### config.mk
export PLATFORM = sky130hd
export DESIGN_NAME = carry_chain_pipe
export DESIGN_NICKNAME = d
export VERILOG_FILES = /design/src/rtl/carry_chain_pkg.sv /design/src/rtl/carry_chain_stage.sv /design/src/rtl/carry_chain_pipe.sv
export SDC_FILE = /design/constraint.sdc
export NUM_CORES = 1
export LEC_CHECK = 0
export BUFFER_PORTS_ARGS = -buffer_cell sky130_fd_sc_hd__buf_2
export CORE_AREA = 4 4 277 279
export CTS_BUF_LIST = sky130_fd_sc_hd__clkbuf_2
export DETAILED_ROUTE_END_ITERATION = 6
export DIE_AREA = 0 0 281 283
export REMOVE_ABC_BUFFERS = 1
export SYNTH_ARGS = -nofsm -noshare
export SYNTH_HDL_FRONTEND = slang
export SYNTH_HIERARCHICAL = 1
export SYNTH_SLANG_ARGS = --single-unit
### constraint.sdc
create_clock -name clk -period 7.6 [get_ports clk]
set_clock_uncertainty 0.2 [all_clocks]
set_input_delay 1.14 -clock clk [delete_from_list [all_inputs] [get_ports clk]]
set_output_delay 1.14 -clock clk [all_outputs]
set_load 0.01 [all_outputs]
### src/rtl/carry_chain_pkg.sv
// carry_chain_pkg
//   Shared types and helpers for the pipelined carry chain.
//   - MAX_WIDTH       : widest chain the payload struct can hold
//   - stage_payload_t : what travels between pipeline stages
//       g, p   : per-bit generate/propagate (bits beyond WIDTH stay 0)
//       carry  : carry into each bit; filled in segment by segment
//       cin    : running carry into the next unprocessed bit
//                (after the last stage this is the chain carry-out)
//   - seg_width()     : bits evaluated per stage
package carry_chain_pkg;

    localparam int MAX_WIDTH = 64;

    typedef struct packed {
        logic [MAX_WIDTH-1:0] g;
        logic [MAX_WIDTH-1:0] p;
        logic [MAX_WIDTH-1:0] carry;
        logic                 cin;
    } stage_payload_t;

    function automatic int seg_width(input int width, input int stages);
        return width / stages;
    endfunction

endpackage

### src/rtl/carry_chain_stage.sv
// carry_chain_stage
//   One pipeline segment: ripples SEG bits of the carry chain starting at
//   bit BASE, then registers the updated payload with a valid bit.
//   Ports:
//     clk, rst         : clock, asynchronous active-high reset
//     flush            : synchronous discard of the held item
//     up_valid/up_ready: handshake from the previous stage (or input)
//     up_pl            : payload from the previous stage
//     dn_valid/dn_ready: handshake to the next stage (or output)
//     dn_pl            : registered payload towards the next stage
module carry_chain_stage
    import carry_chain_pkg::*;
#(
    parameter int WIDTH = 16,
    parameter int SEG   = 4,
    parameter int BASE  = 0
) (
    input  logic           clk,
    input  logic           rst,
    input  logic           flush,
    input  logic           up_valid,
    output logic           up_ready,
    input  stage_payload_t up_pl,
    output logic           dn_valid,
    input  logic           dn_ready,
    output stage_payload_t dn_pl
);

    logic           valid_q;
    logic           load;
    logic           ripple_c;
    stage_payload_t nxt_pl;

    // The stage can take a new item when it is empty or its item leaves
    // this same cycle.
    assign load     = !valid_q || dn_ready;
    assign up_ready = load;
    assign dn_valid = valid_q;

    // NOTE: inside always_comb blocking '=' is correct; ripple_c is
    // updated and re-read within the same loop iteration.
    always_comb begin
        nxt_pl   = up_pl;
        ripple_c = up_pl.cin;
        for (int i = 0; i < SEG; i++) begin
            nxt_pl.carry[BASE+i] = ripple_c;
            ripple_c = up_pl.g[BASE+i] | (up_pl.p[BASE+i] & ripple_c);
        end
        nxt_pl.cin = ripple_c;
    end

    // NOTE: sequential state uses non-blocking '<=' so every stage samples
    // its neighbour's pre-edge value; blocking here would collapse stages.
    always_ff @(posedge clk or posedge rst) begin
        if (rst) begin
            valid_q <= 1'b0;
            // NOTE: the payload is reset on purpose, not just the valid bit:
            // the last stage drives out_carry/out_cout directly and they
            // must read 0 until the first result arrives.
            dn_pl   <= '0;
        end else begin
            if (flush)
                valid_q <= 1'b0;
            else if (load)
                valid_q <= up_valid;

            // Payload only moves with a real item, so a stalled or empty
            // stage keeps its last contents (output stays stable).
            if (load && up_valid && !flush)
                dn_pl <= nxt_pl;
        end
    end

    // Width sanity: the segment must fit inside the chain and the struct.
    if (BASE + SEG > WIDTH || WIDTH > MAX_WIDTH) begin : g_bad_seg
        $error("carry_chain_stage: segment [%0d +: %0d] outside WIDTH %0d",
               BASE, SEG, WIDTH);
    end

endmodule

### src/rtl/carry_chain_pipe.sv
// carry_chain_pipe
//   Pipelined generate/propagate carry chain with valid/ready handshakes.
//   c[0] = in_cin, c[i+1] = g[i] | (p[i] & c[i]); STAGES segments of
//   WIDTH/STAGES bits each, one segment per cycle, latency STAGES.
//   Ports:
//     clk, rst            : clock, asynchronous active-high reset
//     flush               : synchronous discard of every in-flight item
//     in_valid/in_ready   : input handshake (in_ready low during rst/flush)
//     in_g, in_p, in_cin  : generate/propagate vectors and chain carry-in
//     out_valid/out_ready : output handshake; outputs hold while stalled
//     out_carry           : carry into each bit (out_carry[0] = in_cin)
//     out_cout            : carry out of bit WIDTH-1
module carry_chain_pipe
    import carry_chain_pkg::*;
#(
    parameter int WIDTH  = 16,
    parameter int STAGES = 4
) (
    input  logic             clk,
    input  logic             rst,
    input  logic             flush,
    input  logic             in_valid,
    output logic             in_ready,
    input  logic [WIDTH-1:0] in_g,
    input  logic [WIDTH-1:0] in_p,
    input  logic             in_cin,
    output logic             out_valid,
    input  logic             out_ready,
    output logic [WIDTH-1:0] out_carry,
    output logic             out_cout
);

    localparam int SEG = seg_width(WIDTH, STAGES);

    if (STAGES < 1 || WIDTH % STAGES != 0) begin : g_bad_split
        $error("carry_chain_pipe: WIDTH (%0d) must be a multiple of STAGES (%0d)",
               WIDTH, STAGES);
    end
    if (WIDTH > MAX_WIDTH) begin : g_bad_width
        $error("carry_chain_pipe: WIDTH (%0d) exceeds MAX_WIDTH (%0d)",
               WIDTH, MAX_WIDTH);
    end

    // Element k is the link between stage k-1 and stage k; element 0 is
    // the block input and element STAGES the block output.
    logic           link_valid [0:STAGES];
    logic           link_ready [0:STAGES];
    stage_payload_t link_pl    [0:STAGES];

    always_comb begin
        link_pl[0]                  = '0;
        link_pl[0].g[WIDTH-1:0]     = in_g;
        link_pl[0].p[WIDTH-1:0]     = in_p;
        link_pl[0].cin              = in_cin;
    end

    assign link_valid[0]      = in_valid;
    assign link_ready[STAGES] = out_ready;

    for (genvar k = 0; k < STAGES; k++) begin : g_stage
        carry_chain_stage #(
            .WIDTH (WIDTH),
            .SEG   (SEG),
            .BASE  (k * SEG)
        ) u_stage (
            .clk      (clk),
            .rst      (rst),
            .flush    (flush),
            .up_valid (link_valid[k]),
            .up_ready (link_ready[k]),
            .up_pl    (link_pl[k]),
            .dn_valid (link_valid[k+1]),
            .dn_ready (link_ready[k+1]),
            .dn_pl    (link_pl[k+1])
        );
    end

    // Flush already blocks the stage-0 load internally; gating here keeps
    // the advertised ready honest, and rst forces it low while asserted.
    assign in_ready  = link_ready[0] && !flush && !rst;

    assign out_valid = link_valid[STAGES];
    assign out_carry = link_pl[STAGES].carry[WIDTH-1:0];
    assign out_cout  = link_pl[STAGES].cin;

endmodule

==> metrics.txt <==
DRT iter0 DRCs=around 110; Rel. slew slack=0.232; Worst Path Required=6260 ps; crit end category=output port; Clk pwr share=0.180; WHS=331 ps; Synthesis Warnings=6; largest net degree at the start of global routing=31; wirelength, routed=12600 um; R2R depth=9; final hold violations=0; I/O Buffers=56; syn avg cell area=between 15 and 20 um^2; CTS root buffer=clkbuf_2; Max Slew Vio Count=0; RSZ-0062 raised after global routing=false; Hold Crit Endpoint=g_stage[3].u_stage/dn_pl[6]; vias in the first global route=between 2000 and 2500; Clock Tree Buf Depth=2; I/O pin total=57; CP startpoint kind=primary input; H-tree levels=3; Comb pwr share=0.261; Via density=1.88; hold path depth=1; post-route antenna net violation count=0; # nets final=370; Leak Pwr=approximately 2.2 nW; CTS tree=done; Tot GR Track Use=0.0323; die height=approximately 280 um; register-to-register setup slack=around 4700 ps; final setup violation count=0; wire per inst=9.62 um; hold crit path type=flop to flop; Clk pin slew, worst setup/hold paths=~250 ps; most frequent cells in the layout=dfrtp_1, mux2_4, buf_2, nor2_1, a21oi_1; slowest CP cell=nor2b_4; CTS Hold Buffers Added=0; Worst Setup Path Type=primary input to output port; number of setup buffers added after CTS=0; Net Sw Frac=0.302; CP peak stage delay=~250 ps; cell breakdown of the critical path=buf_2 > nor2b_4 > inv_1 > nor2b_4 > inv_1 > nor2b_4 > inv_1 > nor2b_4 > inv_1 > nor3b_2 > buf_2; Post-DP HPWL=10400 um; NetSw=a little over 400 uW; 1st-pass router iterations=4; Die Width=about 280 um; share of layout cells above drive strength 1=0.487; post_cts resized=0; Sequential Power Share=0.559; grt total ovfl=0; Pint=951 uW; initial antenna violation count=24; Final TNS setup=0 ps; core box area=between 70000 and 80000 um^2; clock period minus worst slack=around 4300 ps; fin crit share=0.569; Placed Area=around 5700 um^2; fmax=~230 MHz; Initial Util=0.0636; first-pass GRT wire length=approximately 18000 um; area delta synth->final=22.9%; worst path arrival time=2990 ps; leading cell type in the layout, fill and taps excluded=dfrtp_1; Max Cap Violations=0; worst-path fanout max=6; Clock Latency Late Sink=around 570 ps; row count=100; Die Footprint=79500 um^2; CTS Buf Count=9; RD Place Congestion=around 0.71; worst reg2reg endpoint=g_stage[0].u_stage/dn_pl[77]; worst r2r src=g_stage[3].u_stage/dn_valid; hold path start=g_stage[2].u_stage/dn_pl[6]; total power per unit cell area=between 200 and 250 nW/um^2; final non-filler cell area=roughly 5800 um^2; Worst-Margin Slew=1150 ps; status=finished, final reports clean; Max IR drop VDD=between 0.07 and 0.08 mV; DR DRC count=0; CTS Sinks=96; Worst Setup SP=out_ready; synthesized cell area=4720 um^2; via count=roughly 2500; Mapped Cells=292
-- flip-flops by register name, indices dropped and copies added, names as in the netlist --
| register | cells |
|---|---|
| g_stage.u_stage/dn_valid | 4 |
| g_stage.u_stage/dn_pl | 92 |
-- worst max path at each step --
stage	to	slack, ps	depth (start not counted)
after floorplan	in_ready	3800	9
after global placement	in_ready	3360	11
after detailed placement	in_ready	3280	11
after CTS	in_ready	3280	11
after global routing	in_ready	3110	11
final	in_ready	3270	11
-- layout make-up --
type	count	area (um^2)
Fill cell	8543	68400
Sequential cell	96	2400
Multi-Input combinational cell	161	1750
Tap cell	969	1210
Timing Repair Buffer	56	280
Clock inverter	7	72.6
Clock buffer	9	45.0
Inverter	8	30.0
Antenna cell	4	10.0
-- stage by stage --
stage	power, mW	cells	setup slack (ps)	util
floorplan	0.992	265	3800	-
global placement	1.13	1290	3360	0.0765
detailed placement	1.14	1290	3280	0.0765
CTS	1.39	1306	3280	0.0780
global route	1.46	1306	3110	0.0780
finish	1.36	1310	3270	0.0782
-- layer usage --
metal  routed length (um)  GRT usage  up-vias
li1                     -          -     1112
met1                 5680     0.0403     1191
met2                 4280     0.0373      105
met3                 2330     0.0352       43
met4                  264    0.00418        8
met5                   43          0        -
-- worst max-delay path, delay by kind of cell --
family | cells | cell delay, ps
and+or+nand+nor | 5 | 1030
buffers and inverters | 6 | 800
-- power groups by stage --
stage | registers, mW | clock network, mW | logic (mW)
5_1_grt | 0.783 | 0.283 | 0.393
3_5_place_dp | 0.773 | 0 | 0.365
3_3_place_gp | 0.766 | 0 | 0.360
4_1_cts | 0.762 | 0.259 | 0.367
2_1_floorplan | 0.751 | 0 | 0.241
6_report | 0.762 | 0.245 | 0.356
Power figures use the tool's default switching activity.
